<file path="src/rtl/cb_dina_map.sv">
// rtl/cb_dina_map.sv - maps RSA/TB result rows onto CB port-A write lanes with sequenced row addresses
// Optional: CB_DINA_ZERO_FILL_EN makes NEW mode write all four lanes, zeroing the unselected pair.
module cb_dina_map #(
  parameter int X              = 4,
  parameter int L              = 4,
  parameter int RSA_DW         = 32,
  parameter int SEQ_CNT_DW     = 10,
  parameter int CB_AW          = 10,
  parameter int CB_DINA_SEL_DW = 5
) (
  input  logic                      clk,
  input  logic                      sys_rst,
  input  logic                      start,
  input  logic [CB_DINA_SEL_DW-1:0] CB_dina_sel,
  input  logic                      l_k_0,
  input  logic [CB_AW-1:0]          base_addr,
  input  logic [SEQ_CNT_DW-1:0]     row_num,
  input  logic [X*RSA_DW-1:0]       RSA_dout,
  input  logic                      RSA_dout_vld,
  input  logic [X*RSA_DW-1:0]       TB_douta,
  input  logic                      TB_douta_vld,
  output logic                      CB_ena,
  output logic [L-1:0]              CB_wea,
  output logic [CB_AW-1:0]          CB_addra,
  output logic [L*RSA_DW-1:0]       CB_dina,
  output logic                      busy,
  output logic                      done
);

  typedef enum logic [1:0] {S_IDLE, S_RUN, S_DONE} state_t;

  localparam logic [2:0] SRC_RSA = 3'b001;
  localparam logic [2:0] SRC_TB  = 3'b010;
  localparam logic [1:0] DIR_POS = 2'b01;
  localparam logic [1:0] DIR_NEG = 2'b10;
  localparam logic [1:0] DIR_NEW = 2'b11;

  state_t                r_state, w_next;
  logic [2:0]            r_src;
  logic [1:0]            r_dir;
  logic                  r_lk0;
  logic [CB_AW-1:0]      r_base;
  logic [SEQ_CNT_DW-1:0] r_rows;
  logic [SEQ_CNT_DW-1:0] r_seq_cnt;

  logic                  w_src_vld;
  logic [X*RSA_DW-1:0]   w_row;
  logic                  w_beat;
  logic                  w_last;
  logic                  w_write;
  logic [CB_AW-1:0]      w_addr;
  logic [L*RSA_DW-1:0]   w_dina;
  logic [L-1:0]          w_wea;

  // Only the latched source's valid counts; an IDLE/unknown source never produces a beat.
  always_comb begin
    w_src_vld = 1'b0;
    w_row     = RSA_dout;
    if (r_src == SRC_RSA) begin
      w_src_vld = RSA_dout_vld;
    end else if (r_src == SRC_TB) begin
      w_src_vld = TB_douta_vld;
      w_row     = TB_douta;
    end
  end

  assign w_beat  = (r_state == S_RUN) && w_src_vld;
  assign w_last  = w_beat && (r_seq_cnt == r_rows - SEQ_CNT_DW'(1));
  assign w_write = w_beat && (r_dir != 2'b00);
  assign w_addr  = r_base + CB_AW'(r_seq_cnt);

  always_comb begin
    w_dina = '0;
    w_wea  = '0;
    case (r_dir)
      DIR_POS: begin
        for (int i = 0; i < L; i++) w_dina[i*RSA_DW +: RSA_DW] = w_row[i*RSA_DW +: RSA_DW];
        w_wea = '1;
      end
      DIR_NEG: begin
        for (int i = 0; i < L; i++) w_dina[i*RSA_DW +: RSA_DW] = w_row[(L-1-i)*RSA_DW +: RSA_DW];
        w_wea = '1;
      end
      DIR_NEW: begin
        if (r_lk0) begin
          w_dina[0 +: 2*RSA_DW] = w_row[0 +: 2*RSA_DW];
          w_wea[1:0]            = 2'b11;
        end else begin
          w_dina[2*RSA_DW +: 2*RSA_DW] = w_row[0 +: 2*RSA_DW];
          w_wea[3:2]                   = 2'b11;
        end
`ifdef CB_DINA_ZERO_FILL_EN
        w_wea = '1;
`endif
      end
      default: begin
        w_dina = '0;
        w_wea  = '0;
      end
    endcase
  end

  always_comb begin
    w_next = r_state;
    case (r_state)
      S_IDLE:  if (start) w_next = (row_num == '0) ? S_DONE : S_RUN;
      S_RUN:   if (w_last) w_next = S_DONE;
      S_DONE:  w_next = S_IDLE;
      default: w_next = S_IDLE;
    endcase
  end

  always_ff @(posedge clk) begin
    if (sys_rst) begin
      r_state   <= S_IDLE;
      r_src     <= '0;
      r_dir     <= '0;
      r_lk0     <= 1'b0;
      r_base    <= '0;
      r_rows    <= '0;
      r_seq_cnt <= '0;
      CB_ena    <= 1'b0;
      CB_wea    <= '0;
      CB_addra  <= '0;
      CB_dina   <= '0;
    end else begin
      r_state <= w_next;
      if (r_state == S_IDLE && start) begin
        r_src     <= CB_dina_sel[4:2];
        r_dir     <= CB_dina_sel[1:0];
        r_lk0     <= l_k_0;
        r_base    <= base_addr;
        r_rows    <= row_num;
        r_seq_cnt <= '0;
      end else if (w_beat) begin
        r_seq_cnt <= r_seq_cnt + SEQ_CNT_DW'(1);
      end
      CB_ena   <= w_write;
      CB_wea   <= w_write ? w_wea  : '0;
      CB_addra <= w_write ? w_addr : '0;
      CB_dina  <= w_write ? w_dina : '0;
    end
  end

  assign busy = (r_state != S_IDLE);
  assign done = (r_state == S_DONE);

endmodule

</file>
<file path="config.mk">
export PLATFORM = sky130hd
export DESIGN_NAME = cb_dina_map
export DESIGN_NICKNAME = d
export VERILOG_FILES = /design/src/rtl/cb_dina_map.sv
export SDC_FILE = /design/constraint.sdc
export NUM_CORES = 1
export LEC_CHECK = 0
export CAP_MARGIN = 20
export CORE_AREA = 2 2 167 169
export DETAILED_ROUTE_END_ITERATION = 7
export DIE_AREA = 0 0 169 171
export GPL_ROUTABILITY_DRIVEN = 0
export PLACE_DENSITY = 0.63
export SLEW_MARGIN = 20
export SYNTH_ARGS = -nofsm -noshare
export SYNTH_HDL_FRONTEND = slang
export SYNTH_SLANG_ARGS = --single-unit
</file>
<file path="constraint.sdc">
create_clock -name clk -period 2.2 [get_ports clk]
set_input_delay 0.44 -clock clk [delete_from_list [all_inputs] [get_ports clk]]
set_output_delay 0.44 -clock clk [all_outputs]
set_load 0.05 [all_outputs]
</file>
# Word level (Yosys, flattened, before mapping)
# Cells that the tools add are included.
# Widths: inputs -> output; s select.
word_totals:
  register_bits: 181
  in_bits: 287
  out_inout_bits: 145
  elab_cells: 51
classes:
  n_addsub: 3
  n_eq_ne: 10
  muxes: 14
  n_bitwise: 1
  n_reduce_logical: 12
ops:
  columns: ["op", "count"]
  rows:
  - ["$pmux 128 s3", 1]
  - ["$mux 128", 2]
  - ["$mux 64", 2]
  - ["$add 10x1->10 const B", 1]
  - ["$add 10x10->10", 1]
  - ["$eq 10x10->1", 1]
  - ["$logic_not 10->1", 1]
  - ["$mux 2", 5]
  - ["$sub 10x1->10 const B", 1]
  - ["$pmux 4 s2", 1]
  - ["$eq 2x2->1 const B", 3]
  - ["$reduce_or 2->1", 3]
  - ["$eq 2x1->1 const B", 2]
  - ["$logic_and 1x1->1", 4]
  - ["$ne 2x2->1 const B", 2]
  - ["$pmux 2 s2", 1]
  - ["$reduce_bool 2->1", 2]
  - ["$eq 3x1->1 const B", 1]
  - ["$eq 3x2->1 const B", 1]
  - ["$logic_not 2->1", 1]
  - ["$mux 1", 2]
  - ["$reduce_and 2->1", 1]
  - ["$not 1->1", 1]

# Longest topological paths before layout
# Gate-level depths: netlist (run 1).
logic_depth:
  word_depth: 7
  ltp_mapped: 9
  ltp_nobuf: 9

# Least setup slack after synthesis (run 1)
# Ideal clock, no wire load.
synth_path:
  kind: "register -> register"
  from: "register r_src[2]"
  to: "register CB_dina[72]"
  setup_time_ps: 128
  t_arrival_ps: 1842
  setup_slack_ps: 230
  path_stages_with_launch: 7
  path_buffers: 2
  synth_period_minus_slack_ps: 1970
  path_cell_list: "dfxtp_1 > nor3b_1 > clkbuf_1 > buf_2 > mux2_2 > a222oi_1 > nor2_1"
synth_between:
  elab_chain_len: 7
  elab_cells_between_ends: 12
  cone_classes: "eq/ne: 2; mux: 6; bitwise: 1; reduce/logical: 3"
synth_lines:
  columns: ["element", "line_no", "text"]
  rows:
  - ["from (decl)", "39", "logic [2:0] r_src;"]
  - ["from (signal assigned)", "129", "r_src <= CB_dina_sel[4:2];"]
  - ["branches (longest 7 deep; another with $mux 128)", null, null]
  - ["to (signal assigned)", "141", "CB_dina <= w_write ? w_dina : '0;"]
  - ["to (decl)", "25", "output logic [L*RSA_DW-1:0] CB_dina,"]
# Parallel ways; which one is timed is not known.
# A chain may end at the register's enable or synchronous reset.

# Final worst setup path (run 1)
layout_path:
  from: "register r_src[2]"
  to: "register CB_dina[68]"
# Same word-level chain as after synthesis.

==> impl_metrics.tcl, run 1 <==
set metrics [dict create \
    dpl_cell_area_mm2 0.01338 \
    io_pins 432 \
    wl_um 34760 \
    endpoint_kind "flip-flop" \
    firstDrtPassIters 8 \
    clk_pin_slew_ns 0.08 \
    arrival_ns 2.43 \
    die_y_um 171 \
    period_share_pct 96.42 \
    htree_levels 4 \
    status "finished with violations" \
    drv_cap 0 \
    async_reset_ff_share_pct 0 \
    place_ws_ns -0.1386 \
    finalHoldViolations 0 \
    grt_pass1_wl_um 49010 \
    layout_common_cells "clkdlybuf4s50_1, dfxtp_1, nor2_1, mux2_2" \
    cts_tree "done" \
    hold_class "reg2reg" \
    first_global_vias 8139 \
    grt_max_degree 65 \
    violations "design-rule violations" \
    relSlewSlack_pct 56.29 \
    seq_area_mm2 0.003585 \
    nNetsFinal 1608 \
    die_area_mm2 0.02890 \
    critPathLaunch "r_src[2]$_SDFFE_PP0P_" \
    cts_sinks 179 \
    ys.flop_type "dfxtp_1" \
    finalWorstSetupSlack_ns 0.07880 \
    root_buffer "clkbuf_16" \
    finalPower_mw 8.080 \
    via_per_inst 5.102 \
    clock_skew_ns 0.01190 \
    multi_input_area_mm2 0.004604 \
    synth_seq_area_share_pct 42.22 \
    postRouteAntennaNets 0 \
    fmax_ghz 0.4714 \
    period_needed_ns 2.121 \
    cts_inserted_buffers 17 \
    drc 7 \
    die_w_um 169 \
    power.density_mw_per_mm2 574.3 \
    globalRouteTotalUtil_pct 22.56 \
    antenna_found_initial 12 \
    irDropWorstVdd_mv 0.5305 \
    clk_latency_ns 0.44 \
    final_common_cell "clkdlybuf4s50_1" \
    drive_gt1_share_pct 14.19 \
    final_cell_area_mm2 0.01407 \
    synth_cells 897 \
    initial_core_util_pct 31.07 \
    rrSetupSlack_ns 0.08 \
    synth-edff-count 0 \
    r2r_start "r_src[2]$_SDFFE_PP0P_" \
    start_kind "flip-flop" \
    utilization_pct 51.49 \
    rows 61 \
    fill_cells 2550 \
    synth_seq_cells 179 \
    core_mm2 0.02732 \
    critPathMaxFanout 33 \
    yosysWarnings 0 \
    min-delay-start "r_rows[9]$_SDFFE_PP0P_" \
    syn_to_final_growth_pct 65.76 \
    p_leak_nw 4.902 \
    avgSynthCellArea_um2 9.463 \
    worst_pin_slew_ns 0.6557 \
    grt_overflow 0 \
    finalSetupViolCount 0 \
    numPortBuffers 431 \
    wl_per_cell_um 20.79 \
    syn-cell-area_mm2 0.008488 \
    dpl.hpwl_um 27120 \
    num_vias 8531 \
    syn-num-nets 1200 \
    worstSetupPathType "reg2reg" \
    clockBufferDepth 2 \
    report.final.slew_viol_count 0 \
    yosysUniqueCellTypes 50 \
    drtIter0Drc 991 \
    required_ns 2.51 \
]
==> state kept, by name, indices dropped and copies added (netlist names) <==
register,count
CB_dina,128
CB_addra,10
r_base,10
r_rows,10
r_seq_cnt,10
r_src,3
CB_wea,2
r_dir,2
r_state,2
CB_ena,1
r_lk0,1
==> report_power, final <==
part | switching, mW | internal (mW) | total (mW)
sequential | 0.0378 | 3.27 | 3.31
combinational | 0.628 | 0.881 | 1.51
clock | 1.49 | 1.77 | 3.26
total | 2.16 | 5.92 | 8.08
==> stage by stage <==
stage          setup TNS, ns  hold WS (ns)  cells
3_3_place_gp          -6.728        0.4567   1631
4_1_cts                    0        0.4702   1663
6_report                   0        0.4671   1672
3_5_place_dp          -9.472        0.4605   1631
5_1_grt              -0.1019        0.4934   1672
2_1_floorplan              0        0.4406    897
==> path summary, 6_finish.rpt <==
path | end | cells after the start
worst max-delay path | CB_dina[68]$_SDFF_PP0_ | 6
worst min register to register | r_rows[9]$_SDFFE_PP0P_ | 2
worst max register to register | CB_dina[68]$_SDFF_PP0_ | 6
worst min-delay path | r_rows[9]$_SDFFE_PP0P_ | 2
==> cell type report <==
type | instances | area share (%)
inverter | 11 | 0.2935
tap | 346 | 3.077
clock inverter | 14 | 1.343
antenna | 8 | 0.1423
sequential | 179 | 25.48
multi-input combinational | 628 | 32.73
timing repair buffer | 468 | 33.82
clock buffer | 18 | 3.121
==> cells by family (layout without fill, tap and decap cells) <==
kind of cell               after synthesis  after routing  synth area share, %
xor gates and xnor gates                28             28                2.889
DFF                                    179            179                42.22
muxes                                  128            128                16.98
adders and majority gates               16             16                2.447
buffers and inverters                   90            511                4.378
and+or+nand+nor                        269            269                13.52
AOI/OAI and AO/OA                      187            187                17.57
other                                    0              8                    0
==> worst max-delay path, cell delays in order, from the launching register on <==
cell and delay [ns]:
dfxtp_1 0.36, nor3b_2 0.26, buf_12 0.26, buf_12 0.19, mux2_1 0.40, a222oi_1 0.40
nor2_1 0.08
==> synth_stat cells, drive strengths merged, types with 4 or more instances <==
master	n	area (um^2)
a21oi	35	175.2
a222oi	64	640.6
a22oi	64	480.5
a31oi	4	25.02
buf	19	105.1
clkbuf	60	225.2
dfxtp	179	3583
ha	15	187.7
inv	11	41.29
mux2	128	1441
nand2	62	232.7
nand3	5	25.02
nor2	164	631.9
nor2b	5	31.28
nor3	6	30.03
o21ai	6	30.03
xnor2	15	131.4
xor2	13	113.9
==> routing by layer <==
layer	track usage, %	vias up	wire length (um)
li1	-	4101	-
met1	27.47	3952	13980
met2	37.03	414	16900
met3	6.546	58	2808
met4	10.14	6	1026
met5	0	-	35
==> timing repair <==
action                     in CTS  in global routing
buffers inserted                0                  1
setup endpoints to repair       1                  2
resized for setup               1                  6
hold buffers                    0                  0
Note: power is estimated with default switching activity, not from simulation.
==> inputs of run 2 (changes only) <==
- clock period: 2.2 -> 2.3 ns (I/O delays scaled with it)
==> impl_metrics.tcl, run 2 (same netlist as run 1, synthesis figures left out) <==
set metrics [dict create \
    fmax_ghz 0.4667 \
    power.density_mw_per_mm2 545.4 \
    drtIter0Drc 1182 \
    cts_tree "done" \
    clock_skew_ns 0.01325 \
    report.final.slew_viol_count 0 \
    p_leak_nw 4.834 \
    drv_cap 0 \
    crit_buf_inv 1 \
    grt_overflow 0 \
    utilization_pct 50.87 \
    postRouteAntennaNets 0 \
    root_buffer "clkbuf_16" \
    final_common_cell "clkdlybuf4s50_1" \
    top_register "CB_dina" \
    globalRouteTotalUtil_pct 22.81 \
    dpl.hpwl_um 27050 \
    period_share_pct 93.17 \
    switchingPower_mw 1.995 \
    grt_max_degree 66 \
    status "completed" \
    drc 0 \
    num_vias 8524 \
    start_kind "flip-flop" \
    rrSetupSlack_ns 0.16 \
    seqPwrFrac_pct 41.7 \
    arrival_ns 2.45 \
    rows 61 \
    relSlewSlack_pct 58.38 \
    die_area_mm2 0.02890 \
    slowest_stage "a2111o_1" \
    drive_gt1_share_pct 13.14 \
    fill_cells 2611 \
    irDropWorstVdd_mv 0.3881 \
    grt_pass1_wl_um 49510 \
    critPathMaxFanout 6 \
    period_needed_ns 2.143 \
    via_per_inst 5.129 \
    finalSetupViolCount 0 \
    finalPower_mw 7.582 \
    slowest_delay_ns 0.39 \
    endpoint_kind "flip-flop" \
    worst_pin_slew_ns 0.6224 \
    antenna_found_initial 12 \
    combPwrFrac_pct 18.5 \
    power.share.clock_pct 39.7 \
    rsz0062_at_grt "no" \
    firstDrtPassIters 7 \
    layout_common_cells "clkdlybuf4s50_1, dfxtp_1, nor2_1, mux2_2" \
    tns_ns 0 \
    core_mm2 0.02732 \
    cts_inserted_buffers 17 \
    nNetsFinal 1599 \
    io_pins 432 \
    largest_reg_flops 128 \
    hold_class "reg2reg" \
    required_ns 2.61 \
    worstSetupPathType "reg2reg" \
    clk_pin_slew_ns 0.07 \
    intPower_mw 5.587 \
    path_cells "inv_1 -> ha_1 -> nor3b_2 -> a21oi_1 -> a2111o_1 -> a2111oi_2 -> and4b_1 -> nor3_1" \
    cp_top_family "compound AO/OA/AOI/OAI gates" \
    numPortBuffers 431 \
    syn_to_final_growth_pct 63.77 \
    die_y_um 171 \
    first_global_vias 7989 \
    clk_latency_ns 0.43 \
    initial_core_util_pct 31.07 \
    htree_levels 4 \
    clockBufferDepth 2 \
    cts_sinks 179 \
    wl_um 34920 \
    p_sw_share_pct 26.31 \
    die_w_um 169 \
    wl_per_cell_um 21.01 \
    ctsHoldBuffers 0 \
    finalHoldViolations 0 \
]
## run 2: timing repair
item                       CTS  global route
buffers inserted             0             0
gates cloned                 0             0
gates resized for setup      1             1
setup endpoints to repair    1             1
## run 2: worst paths after layout
kind                               start                       to  depth (start not counted)
hold reg to reg   r_base[9]$_SDFFE_PP0P_   r_base[9]$_SDFFE_PP0P_                          2
setup / recovery  r_rows[0]$_SDFFE_PP0P_  r_state[0]$_SDFFE_PP0P_                          8
setup reg to reg  r_rows[0]$_SDFFE_PP0P_  r_state[0]$_SDFFE_PP0P_                          8
hold / removal    r_base[9]$_SDFFE_PP0P_   r_base[9]$_SDFFE_PP0P_                          2
## run 2: through the flow
stage	cell area (um^2)	worst slack, ns	hold slack [ns]	std cells
final	13900	0.1571	0.4698	1662
after global routing	13900	0.01350	0.4860	1661
after CTS	13880	0.01709	0.4750	1655
after detailed placement	13280	-0.05366	0.4625	1623
after global placement	13280	-0.07304	0.4588	1623
after floorplan	8488	0.3300	0.4406	897
## run 2: worst register-to-register path, stage by stage (launching register included)
cell       delay [ns]
dfxtp_1          0.36
inv_1            0.07
ha_1             0.19
nor3b_2          0.35
a21oi_1          0.12
a2111o_1         0.39
a2111oi_2        0.26
and4b_1          0.24
nor3_1           0.05
## run 2: per-layer routing
metal | part of all wire [%] | vias to the layer above | track usage, %
li1 | - | 4089 | -
met4 | 2.8 | 10 | 9.179
met5 | 0.21 | - | 0
met3 | 8.5 | 65 | 7.772
met1 | 40 | 3982 | 27.60
met2 | 48 | 378 | 37.30
## run 2: power by group through the flow
| stage | registers (mW) | logic [mW] | clock network, mW |
|---|---|---|---|
| after floorplan | 3.23 | 0.677 | 0 |
| after global placement | 3.23 | 1.39 | 0 |
| after detailed placement | 3.24 | 1.39 | 0 |
| after CTS | 3.16 | 1.40 | 3.09 |
| after global routing | 3.17 | 1.50 | 3.21 |
| final | 3.16 | 1.41 | 3.01 |
## run 2: layout make-up
class	instances	area [um^2]	share of cell area, %
Inverter	11	41.29	0.2970
Sequential cell	179	3583	25.78
Antenna cell	7	17.52	0.1260
Multi-Input combinational cell	628	4567	32.85
Timing Repair Buffer	459	4658	33.51
Clock inverter	14	171.4	1.233
Tap cell	346	432.9	3.114
Clock buffer	18	429.2	3.087
